<file path="src/rtl/receive.sv">
// Instruction-stream receiver: requests words from transmit, buffers them until last or full,
// and serves the buffer to fetch through a registered read port.
module receive #(
  parameter int unsigned IWIDTH = 32,
  parameter int unsigned DEPTH  = 6,
  parameter int unsigned AWIDTH = 3
) (
  input  logic              r_clk,
  input  logic              r_rst,
  input  logic              r_i_start,
  input  logic [IWIDTH-1:0] r_i_instr,
  input  logic              r_i_ack,
  input  logic              r_i_last,
  output logic              r_o_syn,
  input  logic [AWIDTH-1:0] r_i_raddr,
  output logic [IWIDTH-1:0] r_o_rdata,
  output logic [AWIDTH:0]   r_o_count,
  output logic              r_o_done,
  output logic              r_o_ovf
);

  typedef enum logic [1:0] {StIdle, StLoad, StDone} state_e;

  localparam logic [AWIDTH:0] LastIdx = (AWIDTH + 1)'(DEPTH - 1);

  state_e             r_state;
  logic               r_syn;
  logic [AWIDTH:0]    r_count;
  logic               r_done;
  logic               r_ovf;
  logic [IWIDTH-1:0]  r_rdata;
  logic [IWIDTH-1:0]  r_mem [DEPTH];

  state_e             w_state_nxt;
  logic [AWIDTH:0]    w_count_nxt;
  logic               w_done_nxt;
  logic               w_ovf_nxt;
  logic               w_we;
  logic               w_rd_hit;

  always_comb begin
    w_state_nxt = r_state;
    w_count_nxt = r_count;
    w_done_nxt  = r_done;
    w_ovf_nxt   = r_ovf;
    w_we        = 1'b0;
    unique case (r_state)
      StIdle, StDone: begin
        if (r_i_start) begin
          w_state_nxt = StLoad;
          w_count_nxt = '0;
          w_done_nxt  = 1'b0;
          w_ovf_nxt   = 1'b0;
        end
      end
      StLoad: begin
        if (r_i_ack) begin
          w_we        = 1'b1;
          w_count_nxt = r_count + 1'b1;
          if (r_i_last) begin
            w_state_nxt = StDone;
            w_done_nxt  = 1'b1;
          end else if (r_count == LastIdx) begin
            // Buffer full without last: truncate the program.
            w_state_nxt = StDone;
            w_done_nxt  = 1'b1;
            w_ovf_nxt   = 1'b1;
          end
        end
      end
      default: w_state_nxt = StIdle;
    endcase
  end

  // Read hit uses the pre-edge count, so the word being written this edge reads as 0.
  assign w_rd_hit = ({1'b0, r_i_raddr} < r_count);

  always_ff @(posedge r_clk) begin
    if (r_rst) begin
      r_state <= StIdle;
      r_syn   <= 1'b0;
      r_count <= '0;
      r_done  <= 1'b0;
      r_ovf   <= 1'b0;
      r_rdata <= '0;
    end else begin
      r_state <= w_state_nxt;
      r_syn   <= (w_state_nxt == StLoad);
      r_count <= w_count_nxt;
      r_done  <= w_done_nxt;
      r_ovf   <= w_ovf_nxt;
      r_rdata <= w_rd_hit ? r_mem[r_i_raddr] : '0;
    end
  end

  // Buffer is not cleared by reset; reset only blocks writes.
  always_ff @(posedge r_clk) begin
    if (w_we && !r_rst) begin
      r_mem[r_count[AWIDTH-1:0]] <= r_i_instr;
    end
  end

  assign r_o_syn   = r_syn;
  assign r_o_count = r_count;
  assign r_o_done  = r_done;
  assign r_o_ovf   = r_ovf;
  assign r_o_rdata = r_rdata;

endmodule

</file>
<file path="config.mk">
export PLATFORM = sky130hd
export DESIGN_NAME = receive
export DESIGN_NICKNAME = d
export VERILOG_FILES = /design/src/rtl/receive.sv
export SDC_FILE = /design/constraint.sdc
export NUM_CORES = 1
export LEC_CHECK = 0
export ABC_AREA = 1
export BUFFER_PORTS_ARGS = -buffer_cell sky130_fd_sc_hd__buf_2
export CAP_MARGIN = 25
export CORE_MARGIN = 2
export CORE_UTILIZATION = 50
export DETAILED_ROUTE_END_ITERATION = 16
export PLACE_DENSITY_LB_ADDON = 0.2
export SLEW_MARGIN = 15
export SYNTH_ARGS = -nofsm -noshare
export SYNTH_HDL_FRONTEND = slang
export SYNTH_SLANG_ARGS = --single-unit
</file>
<file path="constraint.sdc">
create_clock -name r_clk -period 4.9 [get_ports r_clk]
set_input_delay 0.735 -clock r_clk [delete_from_list [all_inputs] [get_ports r_clk]]
set_output_delay 0.735 -clock r_clk [all_outputs]
set_load 0.01 [all_outputs]
</file>
==> results of run 1 <==
[path summary, 6_finish.rpt]
check / end / slack [ns] / depth (start not counted)
hold / removal: r_mem[2][3] / 0.46 / 1
setup reg to reg: r_o_rdata[6] / 2.98 / 7
hold reg to reg: r_o_done / 0.46 / 2
setup / recovery: r_o_rdata[6] / 2.68 / 7
[synthesized netlist by cell type (all sizes together)]
cell    number  area share
edfxtp     192        0.62
o21ai       33       0.018
nor3         8      0.0043
clkbuf      10      0.0040
ha           4      0.0054
a21oi       40       0.034
inv        140       0.056
nand3b       2      0.0016
nor2        69       0.029
nand3       72       0.040
o21bai       1     0.00080
buf         26       0.017
dfxtp       41       0.088
nand2      210       0.085
[state kept, by name, indices dropped and copies added (netlist names)]
register and flops:
r_o_ovf 1, r_o_syn 1, r_o_count 4, r_o_done 1, r_o_rdata 32, r_state 2, r_mem 192
[metal layers]
| layer | track usage | routed length, um | up-vias | share of wire |
|---|---|---|---|---|
| met5 | 0 | 0 | - | 0 |
| li1 | - | - | 2923 | - |
| met2 | 0.325 | 9120 | 133 | 0.50 |
| met1 | 0.245 | 7880 | 2701 | 0.43 |
| met4 | 0.0526 | 304 | 0 | 0.017 |
| met3 | 0.0292 | 987 | 26 | 0.054 |
[per-stage QoR]
step	cells	total power, mW
after global routing	1181	4.53
after global placement	1135	2.41
final	1181	4.39
after CTS	1181	4.42
after detailed placement	1135	2.42
after floorplan	848	2.34
[power groups by stage]
stage / Clock [mW] / Combinational (mW) / Sequential (mW)
after floorplan: 0 / 0.125 / 2.21
after global placement: 0 / 0.202 / 2.21
after detailed placement: 0 / 0.206 / 2.21
after CTS: 2.05 / 0.207 / 2.17
after global routing: 2.13 / 0.231 / 2.17
final: 2.02 / 0.204 / 2.17
[critical path, stage by stage]
cell and delay [ns]:
buf_2 0.54, ha_1 0.35, nand2_1 0.06, nand2_1 0.06, nand2_2 0.07, nand3_4 0.50
a21oi_2 0.30
[cell families after synthesis]
logic type               after synthesis  synth area share
flip-flops                           233             0.706
AO/OA/AOI/OAI                         74            0.0520
buffers and inverters                176            0.0775
adder cells (fa/ha/maj)                4           0.00536
AND/OR/NAND/NOR                      361             0.159
[layout make-up]
class	instances	area [um^2]	area share
clock buffer	31	658	0.0607
clock inverter	15	231	0.0213
inverter	140	526	0.0484
multi-input combinational	439	2050	0.189
sequential	233	6590	0.607
tap	229	287	0.0264
timing repair buffer	94	510	0.0471
==> flow_metrics.tcl, run 1 <==
set metrics [dict create \
    fin_util 0.598 \
    cts_root_buf "clkbuf_16" \
    firstDrtPassIters 4 \
    place_congestion 0.747 \
    min_period_over_period 0.453 \
    holdCritStartpoint "r_i_instr[3]" \
    track_usage 0.187 \
    p_clk_frac 0.460 \
    portBuffers 78 \
    max-cap-violations 0 \
    grt_pass1_wl_um 28900 \
    die-area_um2 19800 \
    vias 5783 \
    ys_seq_elements 233 \
    netSwitchingPower_uw 896 \
    ctsHtreeMaxLevel 1 \
    grt_pass1_vias 5577 \
    drtIter0Drc 328 \
    clk-insertion-delay-late_ns 0.52 \
    finalSetupViolCount 0 \
    slew_headroom 0.467 \
    outcome "complete, no violations" \
    antenna_found_initial 0 \
    synth-seq-area-share 0.706 \
    post_cts_buffers 0 \
    crit_start "r_i_raddr[1]" \
    cts_buffers 25 \
    overflow 0 \
    hold_buffers 0 \
    synth.cell_area_um2 9330 \
    startpoint_type "input pin" \
    die_w_um 141 \
    switching_share 0.204 \
    worst_slew_pin_slew_ns 0.799 \
    drive_gt1_frac 0.184 \
    timing.final.hold_violations 0 \
    final_common_cell "nand2_1" \
    fin_ws_ns 2.68 \
    clk_path_buf_depth 3 \
    io_pins 79 \
    placed_area_um2 9960 \
    yosysWarnings 0 \
    maxSlewViolCount 0 \
    cts_resized 0 \
    synth.avg_cell_area_um2 11.0 \
    postRouteAntennaNets 0 \
    rr_startpoint "r_o_count[1]" \
    die_h_um 141 \
    start_util 0.514 \
    cp.arrival_ns 2.65 \
    dp_slack_ns 2.13 \
    syn_inst 848 \
    powerDensity_nw_per_um2 404 \
    fillers 1489 \
    avgViaCountPerCell 4.90 \
    hpwl_um 9930 \
    ys_types 22 \
    core_um2 18100 \
    grt_max_degree 66 \
    whs_ns 0.457 \
    p_leak_nw 4.58 \
    clkSinkCount 233 \
    clkTransAtPathRegs_ns 0.06 \
    cp_data_required_time_ns 5.33 \
    synthesis.nets 892 \
    p_comb_frac 0.046 \
    min_period_ns 2.22 \
    finalNetCount 977 \
    drc 0 \
    rows 49 \
    max_freq_ghz 0.451 \
    final_cell_mix "nand2_1, edfxtp_1, inv_1" \
    syn_to_final_growth_pct 16.3 \
    finalClockSkew_ns 0.00996 \
    fin_setup_tns_ns 0 \
    crit_path_max_fanout 32 \
    num_antenna_cells 0 \
    cp-end-kind "register" \
    max-vdd-ir-drop_mv 0.277 \
    design_area_um2 10800 \
    critPathKind "in2reg" \
    rsz0062_at_grt "no" \
    wl_um 18300 \
    detail_route.wl_per_cell_um 15.5 \
    power.internal_mw 3.49 \
    hold_class "in2reg" \
    seqPwrFrac 0.494 \
    cts_tree "built" \
]
(Power assumes the default switching activity.)
==> run 2, diff against run 1 <==
ABC_AREA = 0   (was 1)
clock period = 2 ns   (was 4.9 ns; I/O delays follow)
==> run 2 against run 1 <==
  * Final area fell by 5.2%
  * Wire length down 11%
  * Largest cell class unchanged
  * Register-to-register slack worse by 2.8 ns
  * First-iteration DRC count decreased by 8.8%
==> flow_metrics.tcl, run 2 <==
set metrics [dict create \
    outcome "complete, no violations" \
    antenna_found_initial 1 \
    max_freq_ghz 0.558 \
    cts_buffers 24 \
    critPathKind "reg2reg" \
    finalSetupViolCount 0 \
    yosys.area.top_type "edfxtp_1" \
    max-cap-violations 0 \
    avgViaCountPerCell 5.42 \
    startpoint_type "register" \
    detail_route.wl_per_cell_um 19.2 \
    maxSlewViolCount 0 \
    synthesis.nets 551 \
    hold_buffers 0 \
    min_period_over_period 0.896 \
    drtIter0Drc 299 \
    cts_tree "built" \
    synth_edf_count 192 \
    min_path_cells 1 \
    ys.flop_type "edfxtp_1" \
    die_h_um 135 \
    portBuffers 78 \
    fillers 1248 \
    hold_class "in2reg" \
    finalClockSkew_ns 0.00844 \
    syn_to_final_growth_pct 19.7 \
    place_congestion 0.750 \
    cp.arrival_ns 1.98 \
    drc 0 \
    fin_ws_ns 0.209 \
    cts_resized 0 \
    finalNetCount 651 \
    cp_data_required_time_ns 2.19 \
    overflow 0 \
    hpwl_um 9760 \
    ys_types 31 \
    crit_family "simple AND/OR/NAND/NOR gates" \
    synth-async-reset-ratio 0 \
    syn_inst 507 \
    grt_pass1_vias 4713 \
    core_um2 16700 \
    vias 4582 \
    instances_no_fill 846 \
    clkTransAtPathRegs_ns 0.06 \
    slowest_delay_ns 0.42 \
    clk_path_buf_depth 3 \
    synth.avg_cell_area_um2 16.9 \
    crit_path_max_fanout 32 \
    cp.depth 4 \
    dp_slack_ns 0.164 \
    synth-seq-area-share 0.766 \
    yosys-top-cells-area "edfxtp_1, mux2i_1, dfxtp_1" \
    cts_root_buf "clkbuf_16" \
    firstDrtPassIters 6 \
    postRouteAntennaNets 0 \
    start_util 0.515 \
    largest_reg_flops 192 \
    ys_seq_elements 233 \
    min_period_ns 1.79 \
    die-area_um2 18300 \
    clk-insertion-delay-late_ns 0.50 \
    yosysWarnings 0 \
    rr_worst_depth 4 \
    worst_slew_pin_slew_ns 0.492 \
    rows 47 \
    synth.cell_area_um2 8590 \
    rsz0062_at_grt "no" \
    dp_cells 801 \
    grt_pass1_wl_um 25500 \
    final_cell_mix "edfxtp_1, mux2i_1, buf_2" \
    max-vdd-ir-drop_mv 0.603 \
    powerDensity_nw_per_um2 990 \
    p_leak_nw 3.94 \
    wl_um 16300 \
    final_common_cell "edfxtp_1" \
    drive_gt1_frac 0.234 \
    ctsHtreeMaxLevel 1 \
    crit_chain "nor4bb_4 > nand2b_1 > nor3_4 > buf_12" \
    clkSinkCount 233 \
    synth_top_area_share 0.671 \
    die_w_um 135 \
    slew_headroom 0.672 \
    io_pins 79 \
    post_cts_buffers 0 \
    cp-end-kind "register" \
    synth.most_common_cell "edfxtp_1" \
    synthTopCellsByCount "edfxtp_1, mux2i_1, dfxtp_1" \
    timing.final.hold_violations 0 \
    grt_max_degree 65 \
    track_usage 0.182 \
    crit_slowest_cell "dfxtp_1" \
    path_buf_inv 1 \
]
[run 2: cell count changes in the layout (fill, tap and decap cells not counted), sizes merged, moves of 36 or more]
cell and change:
nand3 -71, nor2 -54, a21oi -36, nand2 -174
mux2i +97, inv -136
[run 2: kinds of logic after synthesis]
logic type | Yosys count | share of synthesized area
DFF | 233 | 0.766
and+or+nand+nor | 98 | 0.0577
muxes | 97 | 0.113
AOI/OAI and AO/OA | 43 | 0.0371
buffers and inverters | 31 | 0.0189
adders and majority gates | 4 | 0.00582
xor gates and xnor gates | 1 | 0.00102
[run 2: final timing paths]
path,from,endpoint,slack [ns]
max,r_state[0],r_mem[0][14],0.21
min,r_i_instr[19],r_mem[1][19],0.05
max reg2reg,r_state[0],r_mem[0][14],0.21
min reg2reg,r_o_ovf,r_o_ovf,0.46
[run 2: power breakdown]
| group | total, mW | internal (mW) | switching, mW |
|---|---|---|---|
| sequential | 5.32 | 5.30 | 0.0195 |
| clock | 4.40 | 2.71 | 1.69 |
| combinational | 0.463 | 0.187 | 0.276 |
| total | 10.2 | 8.19 | 1.99 |
[run 2: routing by layer]
metal	track usage	part of all wire	vias to the layer above
met1	0.247	0.44	2308
met4	0.0422	0.014	0
met5	0	0	-
met2	0.309	0.49	108
li1	-	-	2147
met3	0.0330	0.047	19
[run 2: stage by stage]
stage	instance area, um^2	TNS [ns]	hold slack, ns	utilization	power (mW)
after floorplan	8670	-23.48	0.399	-	5.69
after CTS	10300	0	0.0291	0.616	10.3
after global placement	9490	0	0.439	0.568	5.87
after detailed placement	9490	0	0.450	0.568	5.89
final	10300	0	0.0482	0.616	10.2
after global routing	10300	0	0.0299	0.616	10.5
[run 2: area by class of cell]
| type | count | area (um^2) | share of cell area |
|---|---|---|---|
| Sequential cell | 233 | 6590 | 0.640 |
| Inverter | 5 | 18.8 | 0.00182 |
| Multi-Input combinational cell | 243 | 1930 | 0.188 |
| Tap cell | 220 | 275 | 0.0268 |
| Timing Repair Buffer | 100 | 683 | 0.0664 |
| Clock buffer | 33 | 666 | 0.0647 |
| Clock inverter | 11 | 125 | 0.0122 |
| Antenna cell | 1 | 2.50 | 0.000243 |
